--- config.mk ---
export PLATFORM = sky130hd
export DESIGN_NAME = ifns_decoder_seq
export DESIGN_NICKNAME = d
export VERILOG_FILES = /design/src/rtl/ifns_decoder_seq.sv
export SDC_FILE = /design/constraint.sdc
export NUM_CORES = 1
export LEC_CHECK = 0
export ABC_AREA = 1
export ABC_CLOCK_PERIOD_IN_PS = 7100
export BUFFER_PORTS_ARGS = -buffer_cell sky130_fd_sc_hd__buf_2
export CORE_ASPECT_RATIO = 1.2
export CORE_MARGIN = 2
export CORE_UTILIZATION = 35
export CTS_CLUSTER_DIAMETER = 120
export CTS_CLUSTER_SIZE = 8
export DETAILED_ROUTE_END_ITERATION = 12
export GPL_TIMING_DRIVEN = 0
export PLACE_DENSITY = 0.51
export RECOVER_POWER = 25
export SLEW_MARGIN = 30
export SYNTH_ARGS = -nofsm -noshare
export SYNTH_HDL_FRONTEND = slang
export SYNTH_SLANG_ARGS = --single-unit
--- constraint.sdc ---
create_clock -name clk_i -period 7.1 [get_ports clk_i]
set_clock_uncertainty 0.2 [all_clocks]
set_input_delay 0.355 -clock clk_i [delete_from_list [all_inputs] [get_ports clk_i]]
set_output_delay 0.355 -clock clk_i [all_outputs]
set_load 0.02 [all_outputs]
--- src/rtl/ifns_decoder_seq.sv ---
// Serial decoder for IFNS (Fibonacci numeral system) crosstalk-avoidance codewords.
// One codeword bit is folded into the accumulator per clock, LSB first, with
// running Fibonacci weights. Valid/ready handshakes on both sides.
// Optional forbidden-transition check enabled by defining IFNS_FTF_CHECK_EN.
module ifns_decoder_seq #(
  parameter int unsigned N  = 29,
  parameter int unsigned VW = 21
) (
  input  logic          clk_i,
  input  logic          rst_ni,
  input  logic          in_valid_i,
  output logic          in_ready_o,
  input  logic [N-1:0]  cw_i,
  output logic          out_valid_o,
  input  logic          out_ready_i,
  output logic [VW-1:0] v_o,
  output logic          err_o
);

  localparam int unsigned IdxW = $clog2(N);

  typedef enum logic [1:0] {StIdle, StRun, StDone} state_e;

  state_e          state_q, state_d;
  logic [N-1:0]    sr_q, sr_d;
  logic [VW-1:0]   acc_q, acc_d;
  logic [VW-1:0]   wa_q, wa_d;
  logic [VW-1:0]   wb_q, wb_d;
  logic [IdxW-1:0] idx_q, idx_d;
  logic [VW-1:0]   v_q, v_d;
  logic            out_valid_q, out_valid_d;

  logic [VW-1:0]   acc_sum;
  logic [VW-1:0]   w_sum;
  logic            last_bit;
  logic            accept;
  logic            running;

  // The only two adders: accumulator and weight recurrence.
  assign acc_sum  = acc_q + (sr_q[0] ? wa_q : '0);
  assign w_sum    = wa_q + wb_q;
  assign last_bit = (idx_q == IdxW'(N - 1));
  assign accept   = (state_q == StIdle) && in_valid_i;
  assign running  = (state_q == StRun);

  // Next-state and datapath update.
  always_comb begin
    state_d     = state_q;
    sr_d        = sr_q;
    acc_d       = acc_q;
    wa_d        = wa_q;
    wb_d        = wb_q;
    idx_d       = idx_q;
    v_d         = v_q;
    out_valid_d = out_valid_q;
    unique case (state_q)
      StIdle: begin
        if (in_valid_i) begin
          sr_d    = cw_i;
          acc_d   = '0;
          wa_d    = VW'(1);
          wb_d    = VW'(1);
          idx_d   = '0;
          state_d = StRun;
        end
      end
      StRun: begin
        acc_d = acc_sum;
        wa_d  = wb_q;
        wb_d  = w_sum;
        sr_d  = sr_q >> 1;
        idx_d = idx_q + IdxW'(1);
        if (last_bit) begin
          idx_d       = '0;
          v_d         = acc_sum;
          out_valid_d = 1'b1;
          state_d     = StDone;
        end
      end
      StDone: begin
        if (out_ready_i) begin
          out_valid_d = 1'b0;
          state_d     = StIdle;
        end
      end
      default: state_d = StIdle;
    endcase
  end

  // State and datapath registers; reset aborts any word in flight.
  always_ff @(posedge clk_i or negedge rst_ni) begin
    if (!rst_ni) begin
      state_q     <= StIdle;
      sr_q        <= '0;
      acc_q       <= '0;
      wa_q        <= '0;
      wb_q        <= '0;
      idx_q       <= '0;
      v_q         <= '0;
      out_valid_q <= 1'b0;
    end else begin
      state_q     <= state_d;
      sr_q        <= sr_d;
      acc_q       <= acc_d;
      wa_q        <= wa_d;
      wb_q        <= wb_d;
      idx_q       <= idx_d;
      v_q         <= v_d;
      out_valid_q <= out_valid_d;
    end
  end

`ifdef IFNS_FTF_CHECK_EN
  logic p1_q, p1_d;     // bit i-1
  logic p2_q, p2_d;     // bit i-2
  logic ferr_q, ferr_d; // sticky forbidden-pattern flag for the word in flight
  logic err_q, err_d;
  logic ftf_hit;

  // 101 and 010 are exactly the triples where both adjacent pairs differ.
  assign ftf_hit = (idx_q >= IdxW'(2)) && (sr_q[0] != p1_q) && (p1_q != p2_q);

  // Track the last two bits and fold violations into the sticky flag.
  always_comb begin
    p1_d   = p1_q;
    p2_d   = p2_q;
    ferr_d = ferr_q;
    err_d  = err_q;
    if (accept) begin
      p1_d   = 1'b0;
      p2_d   = 1'b0;
      ferr_d = 1'b0;
    end else if (running) begin
      p2_d   = p1_q;
      p1_d   = sr_q[0];
      ferr_d = ferr_q | ftf_hit;
      if (last_bit) begin
        err_d = ferr_q | ftf_hit;
      end
    end
  end

  // Check-logic registers.
  always_ff @(posedge clk_i or negedge rst_ni) begin
    if (!rst_ni) begin
      p1_q   <= 1'b0;
      p2_q   <= 1'b0;
      ferr_q <= 1'b0;
      err_q  <= 1'b0;
    end else begin
      p1_q   <= p1_d;
      p2_q   <= p2_d;
      ferr_q <= ferr_d;
      err_q  <= err_d;
    end
  end

  assign err_o = err_q;
`else
  assign err_o = 1'b0;
`endif

  assign in_ready_o  = (state_q == StIdle);
  assign out_valid_o = out_valid_q;
  assign v_o         = v_q;

endmodule

## Yosys cells after proc, flatten, opt, wreduce, memory -nomap -nowiden

Cells that the tools add are included.

- Register bits: 121
- Input bits: 33
- Output and inout bits: 24
- Logic and storage cells: 42

- $add $sub $neg: 3
- Equality and inequality tests: 6
- Muxes and demuxes: 18
- Reduce and logical (&&, ||, !) cells: 7

Operators with widths:

| operator | number |
|---|---|
| case mux 21 bit (2 select lines) | 3 |
| two-way mux 21 bit | 3 |
| case mux 29 bit (2 select lines) | 1 |
| adder 21 bit | 2 |
| two-way mux 29 bit | 1 |
| two-way mux 5 bit | 2 |
| case mux 5 bit (2 select lines) | 1 |
| two-way mux 2 bit | 3 |
| != test 2 bit (second input constant) | 3 |
| case mux 2 bit (3 select lines) | 1 |
| AND reduction 3 bit | 2 |
| adder 5 x 1 -> 5 bit (second input constant) | 1 |
| == test 5 bit (second input constant) | 1 |
| AND reduction 2 bit | 2 |
| nonzero test 2 bit | 2 |
| == test 2 x 1 -> 1 bit (second input constant) | 1 |
| == test 2 bit (second input constant) | 1 |
| logical NOT 2 bit | 1 |
| two-way mux 1 bit | 2 |
| case mux 1 bit (2 select lines) | 1 |

## Logic depth before layout (Yosys ltp)

Gate-level depths: netlist of run 1.

- Depth in word-level cells: 3
- Depth in mapped cells: 15
- Gate-level depth less buffers: 14

## Worst setup path before layout of run 1

OpenSTA, ideal clock, no wires.

- Path kind: register to register
- Start point: reg sr_q[0]
- End point: reg acc_q[16]
- Setup time: 0.118 ns
- Arrival: 1.974 ns
- Data required time: 6.782 ns
- Path slack: 4.808 ns
- Cell stages (with the launch flop): 14
- Path buffers: 1
- Period minus slack after synthesis: 2.292 ns
- Cells stage by stage: dfrtp_1 > clkbuf_1 > nand2_1 > inv_1 > ha_1 > fa_1 > nand3_1 > nand3_1 > nand3_1 > nand2_1 > nand2_1 > nand3b_1 > nand3_1 > nand2_1

- Cells in the longest elaborated chain, start to end: 3

Ends and longest elaborated chain:

| item | line | source |
|---|---|---|
| from (decl) | 25 | `logic [N-1:0] sr_q, sr_d;` |
| from (signal assigned) | 103 | `sr_q <= sr_d;` |
| two-way mux 21 bit | 40 | `assign acc_sum = acc_q + (sr_q[0] ? wa_q : '0);` |
| adder 21 bit | 40 |  |
| case mux 21 bit (2 select lines) | 56 | `unique case (state_q)` |
| to (signal assigned) | 95 | `acc_q <= '0;` |
| to (signal assigned) | 104 | `acc_q <= acc_d;` |
| to (decl) | 26 | `logic [VW-1:0] acc_q, acc_d;` |

Every way passes these cells.
A chain may end at the register's enable or synchronous reset.

==> results.toml, run 1 <==
[pwr]
p_leak_nw = 4.83
vdd_drop_max_mv = 0.218
powerDensity_nw_per_um2 = 581

[route]
wl_um = 20700
drc = 0
drtIter0Drc = 356
vias = 6916
drt-wirelength-per-cell_um = 14.3
dr.pass1.iters = 4
postRouteAntennaNets = 0
via_per_inst = 4.77

[clock_tree]
clk_pin_slew_ps = 60
post-cts-setup-buffers = 0
cts_inserted_buffers = 17
clock-sinks = 121
htree_levels = 4
clock_path_buffers = 2
cts_hold_buf = 20
cts_root_buffer = "clkbuf_16"
cts_resized = 0
cts_tree = "yes"
clk-insertion-delay-late_ps = 420

[yosys]
yosysTopAreaCell = "dfrtp_1"
synth_top_area_frac = 0.402
ys_seq_area_frac = 0.402
syn_nets = 1149
synthesis.area_um2 = 7540
syn_area_per_cell_um2 = 7.03
yosysWarningCount = 0
ys_seq_elements = 121
yosys-top-cells-area = "dfrtp_1, nand2_1, ha_1"
syn_inst = 1072
synth_cell_types = 35

[sta]
setup_slack_ps = 3930
period_share = 0.447
min_period_ps = 3170
hold_violations = 0
rsz0062_at_grt = "no"
setup_viol = 0
finalMaxSlewViolations = 47
worst_pin_slew_ps = 2810
fmax_mhz = 315
max-slew-margin-rel = -0.872
fin_setup_tns_ps = 0

[status]
violations = "max-capacitance violations, max-slew violations"
status = "finished, violations left"

[min_path]
holdPathStages = 3
min-delay-start = "cw_i[4]"
hold_path_end = "sr_q[4]"
hp-class = "input pin to flip-flop"

[worst_setup_path]
arrival_ps = 2890
start_kind = "input pin"
rrSetupSlack_ps = 4270
cp-end-kind = "async pin"
cpPeakStageDelay_ps = 1980
crit_path_start = "rst_ni"
reg2reg_depth = 11
reg2reg_to = "acc_q[8]"
crit_required_ps = 6820
cp_max_fo = 47
critPathSlowestCell = "clkbuf_1"
crit_buf_inv = 2
r2r_start = "sr_q[0]"
crit_family = "buffers and inverters"
worstPathCellList = "dlygate4sd3_1 > clkbuf_1"
critical_path_class = "input pin to async pin"

[global_routing]
grt_pass1_vias = 6888
antenna_found_initial = 0
grt_use_total = 0.199
grt_pass1_wl_um = 34900
grt-ovfl-total = 0
grt_max_degree = 76

[floorplan]
die_width_um = 138
core-area_um2 = 21000
fp.dieArea_um2 = 22700
rows = 58
die_h_um = 165
io_pins = 57
start_util = 0.358

[final_layout]
fin_nets = 1244
fill_cells = 2236
layout-drive-gt1-share = 0.0941
antenna_cells = 0
fin_area_um2 = 8970
area_growth_pct = 19.0

[placed_design]
place_area_um2 = 8190
pre_cts_ws_ps = 4280
hpwlAfterDp_um = 15600
gp_congestion = 0.844
io_buffers = 55

[job]
drv_cap = 1
==> cells by family (layout without fill, tap and decap cells) <==
group | after synthesis | in the layout | synth area share
AND/OR/NAND/NOR | 572 | 572 | 0.310
buffers and inverters | 171 | 279 | 0.0896
other | 1 | 1 | 0.000497
AO/OA/AOI/OAI | 151 | 151 | 0.109
adder cells (fa/ha/maj) | 44 | 44 | 0.0750
XOR/XNOR | 12 | 12 | 0.0139
flip-flops | 121 | 121 | 0.402
==> routing by layer <==
| layer | share of wire | vias to the layer above | GRT usage |
|---|---|---|---|
| met2 | 0.49 | 117 | 0.342 |
| met1 | 0.46 | 3178 | 0.258 |
| li1 | - | 3596 | - |
| met3 | 0.030 | 25 | 0.0350 |
| met4 | 0.014 | 0 | 0.0524 |
| met5 | 0 | - | 0 |
==> area by class of cell <==
cell class | count | area, um2 | share of cell area
plain buffers | 32 | 151 | 0.0169
clock buffers | 17 | 425 | 0.0474
clock inverters | 15 | 168 | 0.0187
inverters | 139 | 524 | 0.0584
multi-input cells | 780 | 3840 | 0.428
flip-flops and latches | 121 | 3030 | 0.337
well taps | 270 | 338 | 0.0377
repair buffers | 76 | 502 | 0.0559
==> tightest hold or removal path: cells and delay by family <==
family | cells | cell delay (ps)
compound gates | 1 | 120
buf+inv | 1 | 80
simple gates | 1 | 40
==> synth_stat cells <==
cell / count
a21oi_1: 34
a22o_1: 9
a32o_1: 1
and2_1: 2
and3_1: 1
buf_1: 3
buf_2: 13
buf_4: 2
buf_6: 1
clkbuf_1: 13
conb_1: 1
dfrtp_1: 121
fa_1: 2
ha_1: 42
inv_1: 135
inv_2: 3
inv_4: 1
nand2_1: 386
nand2_2: 1
nand3_1: 67
nand3b_1: 13
nand4_1: 5
nor2_1: 84
nor2_2: 1
nor2_4: 1
nor2_8: 1
nor3_1: 10
o21a_1: 1
o21ai_0: 73
o21ai_1: 20
o21bai_1: 5
o22ai_1: 7
o31ai_1: 1
xnor2_1: 7
xor2_1: 5
==> stage by stage <==
step	std cells	total power (W)	util	hold WS, ps
after global placement	1397	0.00432	0.387	259
final	1450	0.00521	0.426	5.99
after global routing	1450	0.00581	0.426	11.1
after detailed placement	1398	0.00435	0.389	92.7
after CTS	1450	0.00527	0.427	0.624
after floorplan	1072	0.00355	-	-141
==> how the worst max path moves through the flow <==
stage,endpoint,slack (ps),depth (start not counted)
global placement,wb_q[17],3680,1
floorplan,acc_q[16],4810,13
CTS,acc_q[8],4240,11
finish,v_o[14],3930,2
global route,v_o[10],3410,2
detailed placement,acc_q[8],4280,11
==> sequential cells by signal, summed over array words and instances, names as in the netlist <==
signal / count
sr_q: 29
out_valid_o: 1
v_o: 21
idx_q: 5
state_q: 2
wa_q: 21
acc_q: 21
wb_q: 21
==> cells in the final DEF, fill, tap and decap left out, drive strengths merged, types with 13 or more instances in the layout <==
cell type	n
dlygate4sd3	20
ha	42
nand3b	13
buf	74
inv	143
clkbuf	31
dfrtp	121
nand2	387
o21ai	93
a21oi	34
nand3	67
nor2	87
==> power breakdown <==
part	switching, W	internal (W)
Sequential	0.000229	0.00106
Clock	0.000360	0.000523
Combinational	0.00196	0.00108
Total	0.00255	0.00267
Power figures use the tool's default switching activity.
==> inputs of run 2 (changes only) <==
ABC_CLOCK_PERIOD_IN_PS = 2700   (was 7100)
PLACE_DENSITY = 0.53   (was 0.51)
clock period = 2.7 ns   (was 7.1 ns; I/O delays follow)
==> run 2 against run 1 <==
The run still ends with max-capacitance violations, max-slew violations left. Final area is 1.7% higher. Sequential power rose to 2.7 times the previous value. Clock power rose to 2.6 times the previous value. Via count rose by 0.13%. Combinational power grew to 2.6 times the previous value. Utilization is 0.71 points higher. Global-route usage fell by 0.58 points. Sequential cell count unchanged. Sequential share of layout area decreased by 0.54 points. Largest cell class unchanged. Largest power group unchanged. Highest routed layer unchanged.
==> results.toml, run 2 (same netlist as run 1, synthesis figures left out) <==
[placed_design]
pre_cts_ws_ps = -137
dp_cells = 1398
io_buffers = 55
gp_congestion = 0.887
hpwlAfterDp_um = 15500

[status]
violations = "max-capacitance violations, max-slew violations"
status = "finished, violations left"

[route]
drtIter0Drc = 350
via_per_inst = 4.74
postRouteAntennaNets = 0
vias = 6925
dr.pass1.iters = 4
wl_um = 20300
drt-wirelength-per-cell_um = 13.9
drc = 0

[floorplan]
die_h_um = 165
io_pins = 57
core-area_um2 = 21000
start_util = 0.358
fp.dieArea_um2 = 22700
rows = 58
die_width_um = 138

[final_layout]
largest_reg_flops = 29
top_register = "sr_q"
mostFrequentLayoutCell = "nand2_1"
fin_nets = 1256
layout-drive-gt1-share = 0.0990
fill_cells = 2272
area_growth_pct = 21.0
antenna_cells = 0
finalNonFillerCells = 1462
final_cell_mix = "nand2_1, inv_1, dfrtp_1"

[min_path]
hp-class = "input pin to flip-flop"

[sta]
period_share = 0.916
setup_viol = 0
fin_setup_tns_ps = 0
worst_pin_slew_ps = 1760
rsz0062_at_grt = "no"
hold_violations = 0
finalMaxSlewViolations = 68
fmax_mhz = 404
max-slew-margin-rel = -0.176
setup_slack_ps = 226
min_period_ps = 2470

[worst_setup_path]
crit_buf_inv = 1
worstPathCellList = "nand2_1 > inv_1 > ha_1 > fa_2 > nand3_1 > nand3_2 > nand3_1 > nand2_1 > nand2_1 > nand3b_1 > nand3_1 > nand2_1"
crit_required_ps = 2810
arrival_ps = 2590
cp_max_fo = 13
cp-end-kind = "flip-flop"
start_kind = "flip-flop"
crit_family = "simple AND/OR/NAND/NOR gates"
critical_path_class = "flip-flop to flip-flop"
critPathSlowestCell = "dfrtp_2"
crit_path_frequent_cell = "nand2_1"
cpPeakStageDelay_ps = 490

[global_routing]
grt_use_total = 0.193
grt-ovfl-total = 0
grt_max_degree = 69
grt_pass1_wl_um = 33800
grt_pass1_vias = 6780
antenna_found_initial = 0

[clock_tree]
clk-insertion-delay-late_ps = 430
cts_inserted_buffers = 17
clock-sinks = 121
cts_root_buffer = "clkbuf_16"
cts_tree = "yes"
htree_levels = 4
clk_pin_slew_ps = 60
clock_path_buffers = 2

[pwr]
p_leak_nw = 4.91
vdd_drop_max_mv = 0.619
powerDensity_nw_per_um2 = 1510

[job]
drv_cap = 1
run 2: changes by cell type in the layout (fill, tap and decap cells not counted), moves of 2 or more:
cell	previous run	this run
dlygate4sd3_1	20	33
clkbuf_1	14	11
clkinv_4	6	1
clkinv_2	1	3
clkbuf_8	0	2
run 2: worst min-delay path, delay by kind of cell:
| kind | cells | cell delay, ps |
|---|---|---|
| compound gates | 1 | 60 |
| buf+inv | 2 | 640 |
run 2: metrics by stage:
| stage | instance area [um2] | power (W) | hold WS, ps | util |
|---|---|---|---|---|
| after floorplan | 7540 | 0.00932 | -361 | - |
| after global placement | 8150 | 0.0113 | 129 | 0.387 |
| after detailed placement | 8190 | 0.0114 | -67.9 | 0.389 |
| after CTS | 9120 | 0.0139 | 60.5 | 0.433 |
| after global routing | 9120 | 0.0153 | 260 | 0.433 |
| final | 9120 | 0.0137 | 246 | 0.433 |
run 2: path summary, 6_finish.rpt:
path | slack, ps | to | cells after the start | from
min in group asynchronous | 510 | sr_q[23] | 2 | rst_ni
hold / removal | 250 | state_q[1] | 3 | out_ready_i
setup / recovery | 230 | v_o[12] | 12 | sr_q[0]
hold reg to reg | 270 | v_o[7] | 2 | v_o[7]
max in group asynchronous | 620 | sr_q[0] | 2 | rst_ni
setup reg to reg | 230 | v_o[12] | 12 | sr_q[0]
run 2: final cells by class:
cell class | count | area, um2 | share of cell area
plain buffers | 31 | 149 | 0.0163
clock buffers | 19 | 453 | 0.0497
clock inverters | 13 | 141 | 0.0155
inverters | 139 | 524 | 0.0575
multi-input cells | 780 | 3850 | 0.422
flip-flops and latches | 121 | 3030 | 0.332
well taps | 270 | 338 | 0.0370
repair buffers | 89 | 633 | 0.0694
run 2: what timing repair did:
item	in CTS	in global routing
setup buffers	0	0
endpoints found under the setup margin	8	25
resized for setup	1	7
hold buffers	33	0
endpoints found under the hold margin	155	0
run 2: report_power, final:
group	leakage (nW)	switching (W)	internal (W)
combinational	3.15	0.00511	0.00289
clock	0.287	0.000901	0.00141
sequential	1.47	0.000627	0.00279
run 2: metal layers:
layer	wire length (um)	track usage	up-vias
met2	9770	0.327	125
met5	0	0	-
met3	662	0.0289	35
met4	589	0.0872	0
met1	9320	0.243	3153
li1	-	-	3612
==> inputs of run 3 (changes only) <==
ABC_AREA = not set   (was 1)
==> run 3 against run 2 <==
The flow finishes with violations (negative setup slack). Critical path depth unchanged. Hold slack worse by 100 ps. Clock-buffer cell count down 1. Via count down 15%. Final area up 0.44%. Routed wire length down 8.0%. Die area down 6.7%. Utilization up 3.4 points. Sequential share of layout area down 0.16 points. Final cell count down 22%. Register-to-register slack worse by 460 ps. Clock power up 6%. Critical path type unchanged. Largest cell class unchanged. Largest power group unchanged. Highest routed layer unchanged.
==> results.toml, run 3 <==
[sta]
hold_violations = 0
rsz0062_at_grt = "yes"
max-slew-margin-rel = 0.0777
period_share = 1.09
setup_viol = 23
fmax_mhz = 341
min_period_ps = 2940
setup_slack_ps = -237
fin_setup_tns_ps = -2790
worst_pin_slew_ps = 1380
finalMaxSlewViolations = 0

[clock_tree]
clk_pin_slew_ps = 60
clock-sinks = 121
cts_tree = "yes"
clk-insertion-delay-late_ps = 410
cts_root_buffer = "clkbuf_16"
clock_path_buffers = 2
htree_levels = 4
cts_inserted_buffers = 17

[global_routing]
grt-ovfl-total = 0
grt_use_total = 0.181
grt_pass1_wl_um = 30800
grt_max_degree = 69
grt_pass1_vias = 6012
antenna_found_initial = 0

[final_layout]
final_cell_mix = "dfrtp_1, nand2_1, buf_2"
fin_nets = 950
fin_area_um2 = 9160
largest_reg_flops = 29
mostFrequentLayoutCell = "dfrtp_1"
area_growth_pct = 30.5
antenna_cells = 0
top_register = "sr_q"
fill_cells = 1917
layout-drive-gt1-share = 0.221

[worst_setup_path]
critical_path_class = "flip-flop to flip-flop"
cpPeakStageDelay_ps = 420
crit_required_ps = 2790
arrival_ps = 3030
cp_max_fo = 6
cp-end-kind = "flip-flop"
worstPathCellList = "clkbuf_8 > buf_4 > buf_4 > and2_1 > ha_4 > and2_4 > nand2_1 > o31ai_4 > a31oi_4 > xnor2_2 > xnor2_1 > o21ai_1"
critPathSlowestCell = "dfrtp_1"
start_kind = "flip-flop"
crit_path_frequent_cell = "buf_4"
rrSetupSlack_ps = -240

[floorplan]
die_width_um = 133
fp.dieArea_um2 = 21200
rows = 56
core-area_um2 = 19600
die_h_um = 159
io_pins = 57
start_util = 0.358

[yosys]
synthArstFlopShare = 1.00
yosysTopAreaCell = "dfrtp_1"
synth_cell_types = 61
syn_nets = 821
yosys-top-cells-area = "dfrtp_1, ha_1, nand2_1"
syn_inst = 744
synthFlopType = "dfrtp_1"
yosysWarningCount = 0
synthesis.area_um2 = 7020
ys_seq_area_frac = 0.431
synth.most_common_cell = "dfrtp_1"
ys_seq_elements = 121
syn_area_per_cell_um2 = 9.43
synth_edf_count = 0
synth_top_area_frac = 0.431
synthTopCellsByCount = "dfrtp_1, nand2_1, a21oi_1"

[pwr]
powerDensity_nw_per_um2 = 1460
p_leak_nw = 4.14
vdd_drop_max_mv = 0.662
power_w = 0.0133

[route]
via_per_inst = 5.14
drtIter0Drc = 257
dr.pass1.iters = 4
drt-wirelength-per-cell_um = 16.3
drc = 0
wl_um = 18700
vias = 5892
postRouteAntennaNets = 0

[placed_design]
hpwlAfterDp_um = 13000
place_area_um2 = 7680
gp_congestion = 0.833
io_buffers = 55

[min_path]
hp-class = "input pin to flip-flop"

[job]
drv_cap = 0

[status]
violations = "negative setup slack"
status = "finished, violations left"
run 3: cell count changes after synthesis, moves of 26 or more:
cell	change
nor2_1	-61
a22o_1	+26
nand2_1	-297
a22oi_1	+27
clkbuf_1	+27
nor2b_1	+32
a21oi_1	+29
nand3_1	-59
inv_1	-123
run 3: final timing paths:
kind | from | end | cells past startpoint
worst max-delay path | sr_q[0] | v_o[20] | 12
worst min-delay path | in_valid_i | wb_q[1] | 4
worst max register to register | sr_q[0] | v_o[20] | 12
worst min register to register | v_o[5] | v_o[5] | 2
max in group asynchronous | rst_ni | acc_q[2] | 3
min in group asynchronous | rst_ni | v_o[12] | 2
run 3: report_power, final:
group          switching (W)  internal [W]  total (W)
sequential          0.000659       0.00271    0.00337
combinational        0.00404       0.00347    0.00751
clock               0.000885       0.00157    0.00246
run 3: cell families after synthesis:
group	share of synthesized area
compound gates	0.253
xor+xnor	0.0472
fa+ha+maj	0.0806
buf+inv	0.0330
flops	0.431
mux	0.00945
other cells	0.000534
simple gates	0.144
run 3: area by class of cell:
type	instances	area, um2	area share
multi-input cells	564	4130	0.451
flip-flops and latches	121	3030	0.331
repair buffers	114	811	0.0885
clock buffers	18	439	0.0479
well taps	261	327	0.0356
clock inverters	14	196	0.0214
plain buffers	43	183	0.0199
inverters	12	45.0	0.00492
run 3: timing repair:
action	4_1_cts	5_1_grt
hold buffers	31	0
pin swaps	24	34
resized for setup	36	36
setup buffers	19	10
endpoints found under the hold margin	152	0
setup endpoints to repair	28	38
run 3: stage by stage:
| step | hold WS (ps) | setup WS (ps) | std cells | utilization |
|---|---|---|---|---|
| after floorplan | -361 | -91.0 | 744 | - |
| after global placement | 146 | -467 | 1060 | 0.389 |
| after detailed placement | -106 | -425 | 1061 | 0.391 |
| after CTS | 48.5 | -279 | 1139 | 0.455 |
| after global routing | 196 | -340 | 1147 | 0.467 |
| final | 144 | -237 | 1147 | 0.467 |
run 3: critical path, delay by kind of cell, from the launching register on:
family | cells | cell delay (ps)
flip-flops | 1 | 420
adder cells (fa/ha/maj) | 1 | 290
AO/OA/AOI/OAI | 3 | 630
AND/OR/NAND/NOR | 3 | 420
buffers and inverters | 3 | 440
XOR/XNOR | 2 | 390
run 3: metal layers:
metal | global-route usage | vias up | share of wire
met2 | 0.308 | 90 | 0.49
met4 | 0.0638 | 0 | 0.023
met1 | 0.231 | 2834 | 0.46
li1 | - | 2943 | -
met3 | 0.0322 | 25 | 0.026
met5 | 0 | - | 0
